[src/rtl/rs_pkg.sv]
// Shared Reed-Solomon stream parameters, state encoding and GF(2^8) helper.
package rs_pkg;

  localparam int SYMBOL_WIDTH = 8;
  localparam int N            = 5;
  localparam int K            = 4;
  localparam int MSG_BYTES    = SYMBOL_WIDTH * K / 8;
  localparam int CW_BYTES     = SYMBOL_WIDTH * N / 8;

  // Field polynomial x^8+x^4+x^3+x^2+1, low byte only; x^8 is implied.
  localparam logic [7:0] GF_POLY = 8'h1D;

  // Check-symbol weight for each message byte, first (most significant) byte leftmost.
  localparam logic [8*MSG_BYTES-1:0] PARITY_COEF = 32'h8A5B36A3;

  typedef enum logic [1:0] {
    ST_COLLECT = 2'd0,
    ST_ENCODE  = 2'd1,
    ST_EMIT    = 2'd2
  } state_e;

  function automatic logic [7:0] gf_mul(input logic [7:0] a, input logic [7:0] b);
    logic [7:0] p;
    logic [7:0] x;
    p = 8'h00;
    x = a;
    for (int i = 0; i < 8; i++) begin
      if (b[i]) p = p ^ x;
      x = {x[6:0], 1'b0} ^ (x[7] ? GF_POLY : 8'h00);
    end
    return p;
  endfunction

endpackage

[src/rtl/rs_encoder.sv]
// Combinational systematic encoder: message bytes pass through, one check
// symbol is appended as a GF(2^8) weighted sum of the message bytes.
module rs_encoder
  import rs_pkg::*;
(
  input  logic [8*MSG_BYTES-1:0] msg,
  output logic [8*CW_BYTES-1:0]  cw
);

  logic [7:0] parity;

  always_comb begin
    parity = 8'h00;
    for (int i = 0; i < MSG_BYTES; i++) begin
      parity = parity ^ gf_mul(msg[8*(MSG_BYTES-i)-1 -: 8],
                               PARITY_COEF[8*(MSG_BYTES-i)-1 -: 8]);
    end
  end

  assign cw = {msg, parity};

endmodule

[src/rtl/rs_stream_ctrl.sv]
// Byte-stream wrapper around rs_encoder: collects a message, encodes it in one
// cycle, then streams the codeword MSB-first under out_ready backpressure.
//
//   state      | meaning
//   COLLECT    | accepting message bytes, flush discards a partial message
//   ENCODE     | one cycle, encoder output captured into cw_q
//   EMIT       | codeword bytes presented on out_data, flush ignored
module rs_stream_ctrl
  import rs_pkg::*;
#(
  parameter int MSG_BYTES = rs_pkg::MSG_BYTES,
  parameter int CW_BYTES  = rs_pkg::CW_BYTES
) (
  input  logic        clk,
  input  logic        rst,
  input  logic        in_valid,
  output logic        in_ready,
  input  logic [7:0]  in_data,
  input  logic        flush,
  output logic        out_valid,
  input  logic        out_ready,
  output logic [7:0]  out_data,
  output logic        out_first,
  output logic        busy,
  output logic [15:0] cw_count
);

  localparam int MSG_W = 8 * MSG_BYTES;
  localparam int CW_W  = 8 * CW_BYTES;
  localparam int IDX_W = $clog2(MSG_BYTES);
  localparam int J_W   = $clog2(CW_BYTES);

  state_e             state_q, state_d;
  logic [IDX_W-1:0]   idx_q, idx_d;
  logic [J_W-1:0]     j_q, j_d;
  logic [MSG_W-1:0]   msg_q, msg_d;
  logic [CW_W-1:0]    cw_q, cw_d;
  logic [15:0]        cw_count_q, cw_count_d;
  logic               out_valid_q, out_valid_d;
  logic               out_first_q, out_first_d;
  logic [7:0]         out_data_q, out_data_d;
  logic               busy_q, busy_d;

  logic [CW_W-1:0]    enc_cw;
  logic [J_W-1:0]     j_next;
  logic [7:0]         cw_byte_next;

  rs_encoder u_enc (
    .msg (msg_q),
    .cw  (enc_cw)
  );

  assign in_ready  = (state_q == ST_COLLECT) && !flush;
  assign out_valid = out_valid_q;
  assign out_first = out_first_q;
  assign out_data  = out_data_q;
  assign busy      = busy_q;
  assign cw_count  = cw_count_q;

  assign j_next = j_q + J_W'(1);

  always_comb begin
    cw_byte_next = 8'h00;
    for (int k = 0; k < CW_BYTES; k++) begin
      if (j_next == J_W'(k)) cw_byte_next = cw_q[8*(CW_BYTES-k)-1 -: 8];
    end
  end

  always_comb begin
    state_d     = state_q;
    idx_d       = idx_q;
    j_d         = j_q;
    msg_d       = msg_q;
    cw_d        = cw_q;
    cw_count_d  = cw_count_q;
    out_valid_d = out_valid_q;
    out_first_d = out_first_q;
    out_data_d  = out_data_q;

    case (state_q)
      ST_COLLECT: begin
        if (flush) begin
          idx_d = '0;
          msg_d = '0;
        end else if (in_valid) begin
          for (int i = 0; i < MSG_BYTES; i++) begin
            if (idx_q == IDX_W'(i)) msg_d[8*(MSG_BYTES-i)-1 -: 8] = in_data;
          end
          if (idx_q == IDX_W'(MSG_BYTES-1)) begin
            idx_d   = '0;
            state_d = ST_ENCODE;
          end else begin
            idx_d = idx_q + IDX_W'(1);
          end
        end
      end

      ST_ENCODE: begin
        // Byte 0 is loaded straight from the encoder so it is valid on EMIT entry.
        cw_d        = enc_cw;
        state_d     = ST_EMIT;
        out_valid_d = 1'b1;
        out_first_d = 1'b1;
        out_data_d  = enc_cw[CW_W-1 -: 8];
      end

      ST_EMIT: begin
        if (out_ready) begin
          if (j_q == J_W'(CW_BYTES-1)) begin
            state_d     = ST_COLLECT;
            j_d         = '0;
            cw_count_d  = cw_count_q + 16'd1;
            out_valid_d = 1'b0;
            out_first_d = 1'b0;
            out_data_d  = 8'h00;
          end else begin
            j_d         = j_next;
            out_first_d = 1'b0;
            out_data_d  = cw_byte_next;
          end
        end
      end

      default: state_d = ST_COLLECT;
    endcase

    busy_d = !((state_d == ST_COLLECT) && (idx_d == '0));
  end

  always_ff @(posedge clk) begin
    if (rst) begin
      state_q     <= ST_COLLECT;
      idx_q       <= '0;
      j_q         <= '0;
      msg_q       <= '0;
      cw_q        <= '0;
      cw_count_q  <= '0;
      out_valid_q <= 1'b0;
      out_first_q <= 1'b0;
      out_data_q  <= 8'h00;
      busy_q      <= 1'b0;
    end else begin
      state_q     <= state_d;
      idx_q       <= idx_d;
      j_q         <= j_d;
      msg_q       <= msg_d;
      cw_q        <= cw_d;
      cw_count_q  <= cw_count_d;
      out_valid_q <= out_valid_d;
      out_first_q <= out_first_d;
      out_data_q  <= out_data_d;
      busy_q      <= busy_d;
    end
  end

endmodule
[config.mk]
export PLATFORM = sky130hd
export DESIGN_NAME = rs_stream_ctrl
export DESIGN_NICKNAME = d
export VERILOG_FILES = /design/src/rtl/rs_pkg.sv /design/src/rtl/rs_encoder.sv /design/src/rtl/rs_stream_ctrl.sv
export SDC_FILE = /design/constraint.sdc
export NUM_CORES = 1
export LEC_CHECK = 0
export CORE_ASPECT_RATIO = 0.6
export CORE_MARGIN = 2
export CORE_UTILIZATION = 50
export DETAILED_ROUTE_END_ITERATION = 7
export PLACE_DENSITY = 0.81
export SLEW_MARGIN = 20
export SYNTH_ARGS = -nofsm -noshare
export SYNTH_HDL_FRONTEND = slang
export SYNTH_SLANG_ARGS = --single-unit
[constraint.sdc]
create_clock -name clk -period 2.15 [get_ports clk]
set_input_delay 0.5375 -clock clk [delete_from_list [all_inputs] [get_ports clk]]
set_output_delay 0.5375 -clock clk [all_outputs]
set_load 0.05 [all_outputs]
==> results of run 1 <==
-- metrics by stage --
step / utilization, % / setup slack (ps) / setup TNS [ps] / cells
CTS: 61.6 / 11.4 / 0 / 744
finish: 61.8 / 45.7 / 0 / 744
detailed placement: 57.7 / 28.4 / 0 / 728
global placement: 57.7 / 85.7 / 0 / 728
global route: 61.8 / -92.9 / -303 / 744
floorplan: - / 86.8 / 0 / 562
-- worst max path at each step --
stage / start / endpoint / slack (ps) / cells past startpoint
6_report: cw_count[0] / cw_count[0] / 50 / 1
5_1_grt: j_q[0] / out_data[7] / -90 / 6
4_1_cts: cw_count[7] / cw_count[7] / 10 / 1
3_5_place_dp: flush / in_ready / 30 / 3
3_3_place_gp: flush / in_ready / 90 / 3
2_1_floorplan: flush / msg_q[0] / 90 / 5
-- cells in the mapped netlist (5+ instances only) --
master,count,area (sq um)
dfxtp_1,106,2120
nand2_1,77,289
nor2_1,66,248
a21oi_1,37,185
xnor2_1,35,307
a22oi_1,32,240
clkbuf_1,26,97.6
xor2_1,24,210
o21ai_0,17,85.1
nand3_1,16,80.1
nor2b_1,15,93.8
a211oi_1,10,75.1
ha_1,10,125
a221oi_1,8,70.1
and3_1,8,50.1
o211ai_1,8,60.1
o311ai_0,7,61.3
xnor3_1,7,158
nand3b_1,6,45.0
nand2b_1,5,31.3
-- power breakdown --
part	switching, mW	leakage [nW]	internal (mW)
logic	0.130	1.31	0.102
registers	0.0152	0.854	1.97
clock network	0.739	0.183	1.29
-- final cells by class --
cell class                 instances  share of cell area (%)
inverter                           4                   0.248
clock buffer                      10                    3.95
clock inverter                     6                    2.28
multi-input combinational        415                    44.3
sequential                       106                    35.1
timing repair buffer              68                    11.3
tap                              135                    2.80
-- cells by family (layout without fill, tap and decap cells) --
logic type	Yosys count	count (layout)
and+or+nand+nor	207	207
muxes	1	1
adders and majority gates	10	10
AOI/OAI and AO/OA	128	128
buffers and inverters	41	88
xor gates and xnor gates	69	69
DFF	106	106
-- worst register-to-register path: cells and delay by family, from the launching register on --
kind / cells / cell delay (ps)
compound gates: 3 / 810
simple gates: 1 / 240
fa+ha+maj: 1 / 330
flops: 1 / 430
xor+xnor: 1 / 160
-- routing by layer --
metal | global-route usage (%) | vias to the layer above | part of all wire, %
li1 | - | 2027 | -
met1 | 34.4 | 2082 | 44
met2 | 40.9 | 176 | 45
met3 | 7.18 | 17 | 9.4
met4 | 7.20 | 0 | 1.2
met5 | 0 | - | 0
-- sequential cells by signal (all words and copies together), names as in the netlist --
signal     count
busy           1
msg_q         32
out_first      1
out_data       8
cw_q          40
j_q            3
idx_q          2
out_valid      1
state_q        2
cw_count      16
==> reports/results.ini, run 1 <==
[worst_setup_path]
reg2regPathDepth=6
cp_cell_sequence=clkdlybuf4s50_1
crit_arrival_ps=1570
rrSetupSlack_ps=90
cp_top_family=buffers and inverters
cp-end-kind=primary output
reg2reg_from=j_q[0]
rr_endpoint=out_data[3]
cp_slowest_cell=clkdlybuf4s50_1
start_kind=flop
critPathMaxStageDelay_ps=830
worst_ep_required_time_ps=1610
path_max_fanout=4
crit_type=reg2out
cp.buffers_inverters=1

[floorplanning]
io_pins=41
die_h_um=81.4
die_w_um=133
start_util_pct=51.0
row_count=28
design.core.area_sq_mm=0.00977
die_area_sq_mm=0.0108

[layout]
final-seq-area_sq_mm=0.00212
n_fill_cell=809
multi_input_area_sq_mm=0.00268
layout-drive-gt1-share_pct=8.37
final_cell_mix=106 x dfxtp_1, 77 x nand2_1, 66 x nor2_1
final_area_sq_mm=0.00604
layout_commonest_cell=dfxtp_1
antenna_cells=0
num-nets-final=627
area_growth_pct=21.2

[timing]
rsz0062_at_grt=yes
tightest_slew_ps=563
max_freq_ghz=0.475
hold_ws_ps=458
setup_viol=0
maxSlewViolCount=0
fin_crit_sh_pct=97.9
finClkSkew_ps=9.08
max_slew_margin_pct=62.5
hold_viol_final=0
period_minus_slack_ps=2100

[global_route]
antenna_found_initial=0
grt_pass1_wl_mm=21.1
grt_usage_pct=25.6
grt_max_degree=41
grt-ovfl-total=0
grt_pass1_vias=4089

[drt]
drc_errors=0
drt_iter0_drc=508
drt-wirelength-per-cell_um=18.0
final_antenna_net_count=0
routed-via-count=4302
firstDrtPassIters=5
totalWireLength_mm=13.4
routed_via_density=5.78

[yosys]
yosysWarningCount=0
syn-instance-count=562
synth_edf_count=0
synthAdderAreaFrac_pct=2.51
synth_seq_cells=106
yosys.area_share.simple_pct=18.6
synth_compound_area_share_pct=17.0
yosysUniqueCellTypes=41
synth_top_family_by_area=simple AND/OR/NAND/NOR gates
synth_ff_type=dfxtp_1
seq_area_frac_synth_pct=42.6
synth_xor_area_share_pct=15.1
synth_area_per_cell_sq_um=8.87
synth.area.mux_share_pct=0.201
netlist_area_sq_mm=0.00499
synthArstFlopShare_pct=0
syn_nets=585

[pwr]
ir_drop_v=0.000413
power.density_mw_per_mm2=703
total_power_mw=4.25
leakage_nw=2.34

[clock_network]
cts_resized=0
clk_latency_ps=350
cts_hold_buf=0
cts_setup_buffers=0
ctsLongestPathBuffers=2
h-tree-depth=3
numCtsBuffers=9
cts_root_buf=clkbuf_16
path_clk_slew_ps=70
cts_sinks=106
tritoncts=done

[run_status]
status=finished, final reports clean

[placed_design]
placed_cell_area_sq_mm=0.00564
globalplace.congestion=0.982
place.port_buffers=40
place_hpwl_mm=9.84

[job]
maxCapViolCount=0

[hold_path]
min_to=cw_q[19]
worstHoldPathCells=2
hold_path.class=reg2reg
worstHoldStart=cw_q[19]

No activity file was read; power rests on OpenSTA's default activity.
==> inputs of run 2 (changes only) <==
--- a/config.mk
+++ b/config.mk
@@ -9,6 +9,8 @@
 export CORE_MARGIN = 2
 export CORE_UTILIZATION = 50
 export DETAILED_ROUTE_END_ITERATION = 7
+export GPL_ROUTABILITY_DRIVEN = 0
+export GPL_TIMING_DRIVEN = 1
 export PLACE_DENSITY = 0.81
 export SLEW_MARGIN = 20
 export SYNTH_ARGS = -nofsm -noshare
==> results of run 2 <==
Final layout, timing and power as in run 1 (identical DEF).
==> inputs of run 3 (changes only) <==
--- a/config.mk
+++ b/config.mk
@@ -5,6 +5,7 @@
 export SDC_FILE = /design/constraint.sdc
 export NUM_CORES = 1
 export LEC_CHECK = 0
+export CAP_MARGIN = 30
 export CORE_ASPECT_RATIO = 0.6
 export CORE_MARGIN = 2
 export CORE_UTILIZATION = 50
==> results of run 3 <==
Final layout, timing and power as in run 1 (identical DEF).
